**config.mk**
```make
export PLATFORM = sky130hd
export DESIGN_NAME = word_unpacker
export DESIGN_NICKNAME = d
export VERILOG_FILES = /design/src/rtl/word_unpacker.sv
export SDC_FILE = /design/constraint.sdc
export NUM_CORES = 1
export LEC_CHECK = 0
export ABC_CLOCK_PERIOD_IN_PS = 4910
export BUFFER_PORTS_ARGS = -buffer_cell sky130_fd_sc_hd__buf_2
export CAP_MARGIN = 5
export CELL_PAD_IN_SITES_DETAIL_PLACEMENT = 1
export CELL_PAD_IN_SITES_GLOBAL_PLACEMENT = 1
export CORE_UTILIZATION = 45
export DETAILED_ROUTE_END_ITERATION = 12
export HOLD_SLACK_MARGIN = 0.02
export PLACE_DENSITY = 0.85
export RECOVER_POWER = 25
export SLEW_MARGIN = 20
export SYNTH_ARGS = -nofsm -noshare
export SYNTH_HDL_FRONTEND = slang
export SYNTH_SLANG_ARGS = --single-unit
```
**constraint.sdc**
```tcl
create_clock -name clk -period 4.91 [get_ports clk]
set_input_delay 0.2455 -clock clk [delete_from_list [all_inputs] [get_ports clk]]
set_output_delay 0.2455 -clock clk [all_outputs]
set_load 0.02 [all_outputs]
```
**src/rtl/word_unpacker.sv**
```systemverilog
// word_unpacker
//   Serializes BYTE_W*NBYTES-bit words into a stream of BYTE_W-bit bytes,
//   most significant byte first. Upstream hands over a word with a
//   valid/ready handshake, and downstream takes bytes with a valid/ready
//   handshake. After the final byte of a word, the next word is taken in the
//   same cycle, so back-to-back words stream without a bubble.
//
//   state | meaning
//   IDLE  | no word held, waiting for upstream (word_ready=1, valid_out=0)
//   SEND  | shadow word being serialized, byte index byte_cnt_q
//
// Ports
//   clk        in   rising-edge clock
//   rst        in   asynchronous active-low reset
//   valid_in   in   data_in holds a word offered by upstream
//   data_in    in   input word
//   word_ready out  word accepted this cycle when valid_in=1 (combinational)
//   valid_out  out  data_out holds a valid byte (registered)
//   data_out   out  current byte (registered)
//   ready_in   in   downstream accepts data_out this cycle
//   last_out   out  data_out is the final byte of the word (registered)
module word_unpacker #(
  parameter int BYTE_W = 8,
  parameter int NBYTES = 4
) (
  input  logic                     clk,
  input  logic                     rst,
  input  logic                     valid_in,
  input  logic [BYTE_W*NBYTES-1:0] data_in,
  output logic                     word_ready,
  output logic                     valid_out,
  output logic [BYTE_W-1:0]        data_out,
  input  logic                     ready_in,
  output logic                     last_out
);

  localparam int WORD_W = BYTE_W * NBYTES;
  localparam int CNT_W  = (NBYTES > 1) ? $clog2(NBYTES) : 1;
  localparam logic [CNT_W-1:0] LAST_IDX = CNT_W'(NBYTES - 1);

  typedef enum logic {
    IDLE = 1'b0,
    SEND = 1'b1
  } state_t;

  state_t              state_q, state_d;
  logic [CNT_W-1:0]    byte_cnt_q, byte_cnt_d;
  logic [WORD_W-1:0]   word_q, word_d;
  logic [BYTE_W-1:0]   data_out_q, data_out_d;
  logic                valid_out_q, valid_out_d;
  logic                last_out_q, last_out_d;

  logic                is_last;
  logic [CNT_W-1:0]    cnt_inc;

  // Byte idx of a word, counting from the most significant byte.
  function automatic logic [BYTE_W-1:0] pick_byte(input logic [WORD_W-1:0] w,
                                                  input logic [CNT_W-1:0]  idx);
    pick_byte = w[(NBYTES - 1 - int'(idx)) * BYTE_W +: BYTE_W];
  endfunction

  assign is_last = (byte_cnt_q == LAST_IDX);
  assign cnt_inc = byte_cnt_q + CNT_W'(1);

  always_comb begin
    state_d     = state_q;
    byte_cnt_d  = byte_cnt_q;
    word_d      = word_q;
    data_out_d  = data_out_q;
    valid_out_d = valid_out_q;
    last_out_d  = last_out_q;
    word_ready  = 1'b0;

    case (state_q)
      IDLE: begin
        word_ready = 1'b1;
        if (valid_in) begin
          state_d     = SEND;
          word_d      = data_in;
          byte_cnt_d  = '0;
          valid_out_d = 1'b1;
          data_out_d  = pick_byte(data_in, '0);
          last_out_d  = (LAST_IDX == '0);
        end
      end

      SEND: begin
        // The final byte leaving frees the shadow register in the same cycle.
        word_ready = is_last & ready_in;
        if (ready_in) begin
          if (!is_last) begin
            byte_cnt_d = cnt_inc;
            data_out_d = pick_byte(word_q, cnt_inc);
            last_out_d = (cnt_inc == LAST_IDX);
          end else if (valid_in) begin
            word_d      = data_in;
            byte_cnt_d  = '0;
            valid_out_d = 1'b1;
            data_out_d  = pick_byte(data_in, '0);
            last_out_d  = (LAST_IDX == '0);
          end else begin
            state_d     = IDLE;
            valid_out_d = 1'b0;
            last_out_d  = 1'b0;
          end
        end
      end

      default: begin
        state_d     = IDLE;
        valid_out_d = 1'b0;
        last_out_d  = 1'b0;
      end
    endcase
  end

  always_ff @(posedge clk or negedge rst) begin
    if (!rst) begin
      state_q     <= IDLE;
      byte_cnt_q  <= '0;
      word_q      <= '0;
      data_out_q  <= '0;
      valid_out_q <= 1'b0;
      last_out_q  <= 1'b0;
    end else begin
      state_q     <= state_d;
      byte_cnt_q  <= byte_cnt_d;
      word_q      <= word_d;
      data_out_q  <= data_out_d;
      valid_out_q <= valid_out_d;
      last_out_q  <= last_out_d;
    end
  end

  assign valid_out = valid_out_q;
  assign data_out  = data_out_q;
  assign last_out  = last_out_q;

endmodule

```
==> out/metrics.csv, run 1 <==
stage,metric,value,unit
synthesis,asr flop ratio synth,1.00,
clock_network,TritonCTS clock tree,done,
floorplan,die width,74.4,um
layout,area of the multi-input gates,1080,um2
drt,drt drc,0,
synthesis,Yosys Warn Count,0,
layout,FILL cells,541,
sta,final hold slack,0.161,ns
floorplan,CORE AREA,4880,um2
drt,Vias per Instance,5.26,
power,P_leak,1.44,nW
global_route,global-route wire length before repair,8200,um
floorplan,row cnt,25,
place,GP Congestion,0.726,
worst_setup_path,Worst setup EP type,asynchronous set/reset pin,
worst_setup_path,kind of critical path,in2async,
sta,achievable frequency,390,MHz
drt,DR iter-0 viols,54,
worst_setup_path,crit-path cells,dlygate4sd3_1 > clkbuf_1,
clock_network,clk sink count,45,
sta,setup TNS,0,ns
synthesis,register area share after synthesis,0.477,
worst_setup_path,worst r2r src,byte_cnt_q[0],
sta,Tightest Pin Transition,2.40,ns
floorplan,Top Ports,47,
worst_setup_path,R2R Setup Slk,2.76,ns
worst_setup_path,"critical path fanouts, max",45,
synthesis,syn nets,227,
place,PortBufs,46,
synthesis,Post-Synthesis Cells,188,
worst_setup_path,Crit path max-delay family,buffers and inverters,
power,worst vdd ir,303,uV
synthesis,#FFs+latches synth,45,
sta,Max Slew Vio Count,46,
worst_setup_path,Worst path depth,2,
worst_setup_path,WP buf/inv,2,
drt,Final ANT Viol Nets,0,
min_path,Hold Path Depth,2,
power,Cell Pwr Density,645,nW/um2
clock_network,clk slew on worst S/H paths,0.09,ns
drt,Detailed Route WL,4920,um
sta,final hold violation count,0,
synthesis,Post-synth EDFFs,0,
clock_network,CTS root buffer,clkbuf_8,
run_status,outcome,finished with violations,
layout,"commonest cells after routing, fill and taps aside","45 x dfrtp_1, 45 x buf_2, 30 x mux2_4",
worst_setup_path,CP Launch Type,primary input,
flow_run,max-cap viol count,1,
run_status,violated checks,"max-capacitance violations, max-slew violations",
layout,non-filler cells in the finished layout,296,
synthesis,"Distinct cells, synth",28,
floorplan,Initial Util,0.484,
layout,Final nets,268,
layout,FF+latch area,1130,um2
sta,unrepaired setup endpoints after global routing,false,
sta,Setup-failing EPs final,0,
layout,post-layout util,0.544,
clock_network,total CTS buffers,5,
layout,share of cells above drive strength 1,0.380,
global_route,total gr overflow,0,
global_route,vias in the first global route,1666,
clock_network,latest clock arrival within the worst-skew pair,0.31,ns
worst_setup_path,worst r2r path cells,5,
floorplan,Die ar.,5540,um2
clock_network,postcts setup bufs,0,
min_path,Hold Crit Start,data_in[19],
layout,area grow syn2layout,12.3,%
synthesis,Mean Syn Cell Area,12.6,um2
global_route,largest net degree at the start of global routing,46,
drt,via count,1557,
global_route,initial antenna violation count,0,
worst_setup_path,max incr delay on CP,1.70,ns
sta,period utilization,0.523,
sta,slew margin rel.,-0.598,
sta,skew final,0.00870,ns
place,placed insts,288,
global_route,Total Routing Usage GR,0.204,
worst_setup_path,"Req. time, crit path",4.83,ns
clock_network,CTS H-tree depth,2,
synthesis,synthesized cell area,2360,um2
worst_setup_path,Reg2Reg Capture Point,data_out[4],
sta,min cycle time layout,2.57,ns
worst_setup_path,Crit-path slowest cell,clkbuf_1,
min_path,Hold WC Path Type,in2reg,
place,placed wire-length estimate,3420,um
worst_setup_path,crit path DAT,2.48,ns
drt,Avg WL per Cell,16.6,um
floorplan,die height,74.4,um
min_path,hold endpoint,word_q[19],
layout,diode count,0,
drt,drt pass-1 iters,4,
synthesis,leading register cell type out of synthesis,dfrtp_1,
clock_network,clock tree buffer depth,2,
==> where the power goes <==
| group | internal, W | switching [W] | leakage [nW] |
|---|---|---|---|
| sequential | 0.000555 | 0.000142 | 0.543 |
| clock | 0.0000983 | 0.000134 | 0.0402 |
| combinational | 0.000437 | 0.000347 | 0.853 |
==> worst max path at each step <==
stage | from | to | slack [ns]
6_report | rst | valid_out | 2.34
5_1_grt | rst | valid_out | 1.77
4_1_cts | byte_cnt_q[0] | data_out[4] | 2.73
3_5_place_dp | byte_cnt_q[0] | data_out[2] | 2.79
3_3_place_gp | byte_cnt_q[0] | data_out[2] | 2.84
2_1_floorplan | byte_cnt_q[0] | data_out[0] | 3.29
==> per-stage QoR <==
stage | setup slack (ns) | power, W | instance area (um2)
after detailed placement | 2.79 | 0.00149 | 2560
after floorplan | 3.29 | 0.00132 | 2360
after global placement | 2.84 | 0.00144 | 2560
after global routing | 1.77 | 0.00182 | 2650
after CTS | 2.73 | 0.00173 | 2640
final | 2.34 | 0.00171 | 2650
==> cell families after synthesis <==
logic type,synth area share
mux,0.273
flops,0.477
compound gates,0.107
simple gates,0.0641
buf+inv,0.0636
fa+ha+maj,0.0159
==> state kept, by name, indices dropped and copies added, names as in the netlist <==
signal      cells
valid_out       1
last_out        1
word_q         32
byte_cnt_q      2
state_q         1
data_out        8
==> timing repair <==
item / in CTS / in global routing
hold buffers: 0 / 1
hold endpoints to repair: 0 / 45
gates resized for setup: 0 / 0
==> routing by layer <==
layer / up-vias / track usage / wire [um]
met5: - / 0 / 0
met4: 0 / 0.0881 / 83
li1: 744 / - / -
met1: 773 / 0.263 / 2190
met2: 33 / 0.337 / 2480
met3: 7 / 0.0379 / 161
==> Yosys cell counts, drive strengths merged (4+ instances only) <==
| library cell | n | share of area |
|---|---|---|
| inv | 9 | 0.014 |
| a31oi | 8 | 0.021 |
| o22ai | 8 | 0.021 |
| a21o | 9 | 0.029 |
| clkbuf | 4 | 0.0064 |
| o21ai | 9 | 0.019 |
| mux2 | 33 | 0.21 |
| dfrtp | 45 | 0.48 |
| mux2i | 16 | 0.068 |
| nor2 | 20 | 0.032 |
| buf | 9 | 0.043 |
==> cell type report <==
| class | count | share of cell area |
|---|---|---|
| inverter | 9 | 0.0127 |
| timing repair buffer | 47 | 0.0901 |
| sequential | 45 | 0.425 |
| tap | 67 | 0.0316 |
| clock buffer | 5 | 0.0259 |
| multi-input combinational | 121 | 0.409 |
| clock inverter | 2 | 0.00613 |
Note: power is estimated with default switching activity, not from simulation.
==> inputs of run 2 (changes only) <==
--- a/config.mk
+++ b/config.mk
@@ -5,15 +5,16 @@
 export SDC_FILE = /design/constraint.sdc
 export NUM_CORES = 1
 export LEC_CHECK = 0
-export ABC_CLOCK_PERIOD_IN_PS = 4910
+export ABC_AREA = 1
+export ABC_CLOCK_PERIOD_IN_PS = 2300
 export BUFFER_PORTS_ARGS = -buffer_cell sky130_fd_sc_hd__buf_2
 export CAP_MARGIN = 5
 export CELL_PAD_IN_SITES_DETAIL_PLACEMENT = 1
 export CELL_PAD_IN_SITES_GLOBAL_PLACEMENT = 1
-export CORE_UTILIZATION = 45
+export CORE_UTILIZATION = 36
 export DETAILED_ROUTE_END_ITERATION = 12
 export HOLD_SLACK_MARGIN = 0.02
-export PLACE_DENSITY = 0.85
+export PLACE_DENSITY = 0.8
 export RECOVER_POWER = 25
 export SLEW_MARGIN = 20
 export SYNTH_ARGS = -nofsm -noshare
==> constraint.sdc (replaced) <==
create_clock -name clk -period 2.3 [get_ports clk]
set_input_delay 0.115 -clock clk [delete_from_list [all_inputs] [get_ports clk]]
set_output_delay 0.115 -clock clk [all_outputs]
set_load 0.02 [all_outputs]
==> run 2 against run 1 <==
The flow now finishes without violations. Final cell count rose by 50%. Core utilization shrank 10 points. Sequential power grew 100%. Via count increased by 33%. Combinational power grew 94%. Cell area is 6.1% higher. Clock skew down 0.0030 ns. Worst hold slack lost 0.14 ns. Clock power rose by 110%. Clock-buffer cell count unchanged. Largest power group unchanged.
==> out/metrics.csv, run 2 <==
stage,metric,value,unit,change
synthesis,Synth top cells by count,"148 x nand2_1, 45 x dfrtp_1, 26 x nand3_1, 20 x nand2_2, 20 x nor2_1",,
synthesis,"Distinct cells, synth",21,,-25%
flow_run,max-cap viol count,0,,-1
clock_network,CTS root buffer,clkbuf_8,,
clock_network,clk sink count,45,,unchanged
place,Post-Place Worst Slack,0.353,ns,-2.44 ns
power,Cell Pwr Density,1210,nW/um2,+87%
sta,Setup-failing EPs final,0,,unchanged
place,placed wire-length estimate,4300,um,+26%
worst_setup_path,Crit-path slowest cell,ha_1,,
global_route,vias in the first global route,2197,,+32%
clock_network,CTS H-tree depth,2,,unchanged
synthesis,Synth area leaders,"dfrtp_1 48%, nand2_1 24%, nand3_1 5.5%, nand2_2 5.3%, nor2_1 3.2%",,
layout,area grow syn2layout,19.5,%,
worst_setup_path,kind of critical path,reg2reg,,
drt,Detailed Route WL,5820,um,+18%
floorplan,die height,82.9,um,+11%
drt,Avg WL per Cell,13.1,um,-21%
worst_setup_path,CP most frequent cell,nand3_1,,
power,P_leak,1.57,nW,+9.5%
worst_setup_path,"Req. time, crit path",2.54,ns,-2.29 ns
synthesis,most common cell in the synthesized netlist,nand2_1,,
layout,max reg flops,32,,unchanged
global_route,initial antenna violation count,0,,unchanged
sta,period utilization,0.841,,
global_route,total gr overflow,0,,unchanged
layout,post-route design area,2820,um2,+6.1%
clock_network,clock tree buffer depth,2,,unchanged
global_route,global-route wire length before repair,10300,um,+26%
floorplan,die width,82.9,um,+11%
min_path,Hold WC Path Type,in2reg,,
synthesis,Post-Synthesis Cells,310,,+65%
worst_setup_path,crit-path cells,buf_4 > inv_2 > ha_1 > clkinv_1 > nand3_1 > nand3_1 > nand2_1,,
synthesis,leading register cell type out of synthesis,dfrtp_1,,
layout,diode count,0,,unchanged
floorplan,Initial Util,0.371,,-0.113
clock_network,total CTS buffers,5,,unchanged
floorplan,CORE AREA,6350,um2,+30%
worst_setup_path,CP Launch Type,flip-flop,,
worst_setup_path,"critical path fanouts, max",18,,-60%
run_status,outcome,"complete, no violations",,
sta,final hold violation count,0,,unchanged
synthesis,synthesized cell area,2360,um2,-0.21%
place,dpl cell area,2580,um2,+0.78%
synthesis,top cell type by total area after synthesis,dfrtp_1,,
clock_network,postcts setup bufs,0,,unchanged
sta,Max Slew Vio Count,0,,-100%
worst_setup_path,Crit path max-delay family,buffers and inverters,,
clock_network,clk slew on worst S/H paths,0.09,ns,about the same
power,worst vdd ir,385,uV,+27%
floorplan,Top Ports,47,,unchanged
worst_setup_path,WP buf/inv,3,,+1
clock_network,TritonCTS clock tree,done,,
global_route,Total Routing Usage GR,0.187,,-0.0177
worst_setup_path,max incr delay on CP,0.47,ns,-1.23 ns
synthesis,Mean Syn Cell Area,7.60,um2,-39%
sta,Tightest Pin Transition,1.14,ns,-1.26 ns
sta,final worst slack,0.365,ns,-1.98 ns
drt,Final ANT Viol Nets,0,,unchanged
synthesis,Post-synth EDFFs,0,,unchanged
clock_network,latest clock arrival within the worst-skew pair,0.30,ns,about the same
place,GP Congestion,0.780,,+7.4%
synthesis,Yosys Warn Count,0,,unchanged
drt,DR iter-0 viols,131,,+140%
clock_network,post-CTS resize count,0,,unchanged
synthesis,#FFs+latches synth,45,,unchanged
sta,min cycle time layout,1.93,ns,
drt,drt drc,0,,unchanged
drt,via count,2069,,+33%
sta,unrepaired setup endpoints after global routing,false,,
power,Total Power,0.00340,W,+99%
layout,Biggest register,word_q,,
layout,share of cells above drive strength 1,0.223,,-0.157
synthesis,Synth top area share,0.478,,+0.00101
drt,Vias per Instance,4.65,,-12%
sta,achievable frequency,517,MHz,
worst_setup_path,crit path DAT,2.18,ns,-0.30 ns
synthesis,syn nets,349,,+54%
floorplan,row cnt,29,,+16%
drt,drt pass-1 iters,4,,unchanged
floorplan,Die ar.,6870,um2,+24%
global_route,largest net degree at the start of global routing,46,,unchanged
sta,slew margin rel.,0.241,,+0.839
layout,non-filler cells in the finished layout,445,,+50%
clock_network,CTS Hold Buffers Added,15,,+15
layout,"commonest cells after routing, fill and taps aside","148 x nand2_1, 45 x dfrtp_1, 45 x buf_2",,
place,PortBufs,46,,unchanged
worst_setup_path,Worst setup EP type,flip-flop,,
sta,setup TNS,0,ns,unchanged
sta,skew final,0.00571,ns,-0.00299 ns
layout,Final nets,406,,+51%
synthesis,register area share after synthesis,0.478,,+0.00101
place,placed insts,422,,+47%
layout,most common library cell in the layout ignoring fill and taps,nand2_1,,
synthesis,asr flop ratio synth,1.00,,unchanged
[run 2: cell count changes after synthesis, sizes merged, moves of 2 or more]
cell,delta
nand2,+165
mux2,-33
nand3,+25
mux2i,-16
inv,+13
a21o,-8
a31oi,-8
o22ai,-8
o21ai,-5
a21oi,+4
buf,+4
clkbuf,-4
nand2b,-2
nor2b,-2
[run 2: cell type report]
type                       count  area (um2)
tap                           77        96.3
clock inverter                 3        17.5
timing repair buffer          63         395
fill                         825        3530
inverter                      23        96.3
multi-input combinational    229        1010
sequential                    45        1130
clock buffer                   5        68.8
[run 2: path summary, 6_finish.rpt]
kind	endpoint	cells past startpoint	slack (ns)	startpoint
worst min-delay path	word_q[20]	3	0.02	data_in[20]
worst max register to register	data_out[7]	7	0.37	byte_cnt_q[0]
worst max-delay path	data_out[7]	7	0.37	byte_cnt_q[0]
worst min register to register	word_q[10]	2	0.48	word_q[10]
min in group asynchronous	data_out[3]	2	0.57	rst
max in group asynchronous	word_q[14]	2	1.04	rst
[run 2: cells by family after synthesis]
kind of cell | after synthesis | synth area share
AOI/OAI and AO/OA | 11 | 0.0303
adders and majority gates | 3 | 0.0159
buffers and inverters | 36 | 0.0913
DFF | 45 | 0.478
and+or+nand+nor | 215 | 0.384
[run 2: report_power, final]
part | internal, W | leakage [nW] | switching (W)
logic | 0.000551 | 0.968 | 0.000969
registers | 0.00115 | 0.561 | 0.000248
clock network | 0.000210 | 0.0439 | 0.000276
[run 2: worst min-delay path, cell delays in order]
cell and delay [ns]:
buf_2 0.07, nand2_1 0.04, nand2_1 0.06
[run 2: through the flow]
stage / hold slack [ns] / utilization
2_1_floorplan: -0.181 / -
3_3_place_gp: 0.319 / 0.406
3_5_place_dp: 0.322 / 0.406
4_1_cts: 0.0202 / 0.443
5_1_grt: 0.0205 / 0.443
6_report: 0.0226 / 0.443
[run 2: layer usage]
| metal | global-route usage | up-vias | wire length (um) |
|---|---|---|---|
| met5 | 0 | - | 0 |
| met4 | 0.0596 | 0 | 116 |
| met3 | 0.0368 | 10 | 212 |
| met2 | 0.302 | 44 | 2780 |
| met1 | 0.252 | 964 | 2710 |
| li1 | - | 1051 | - |
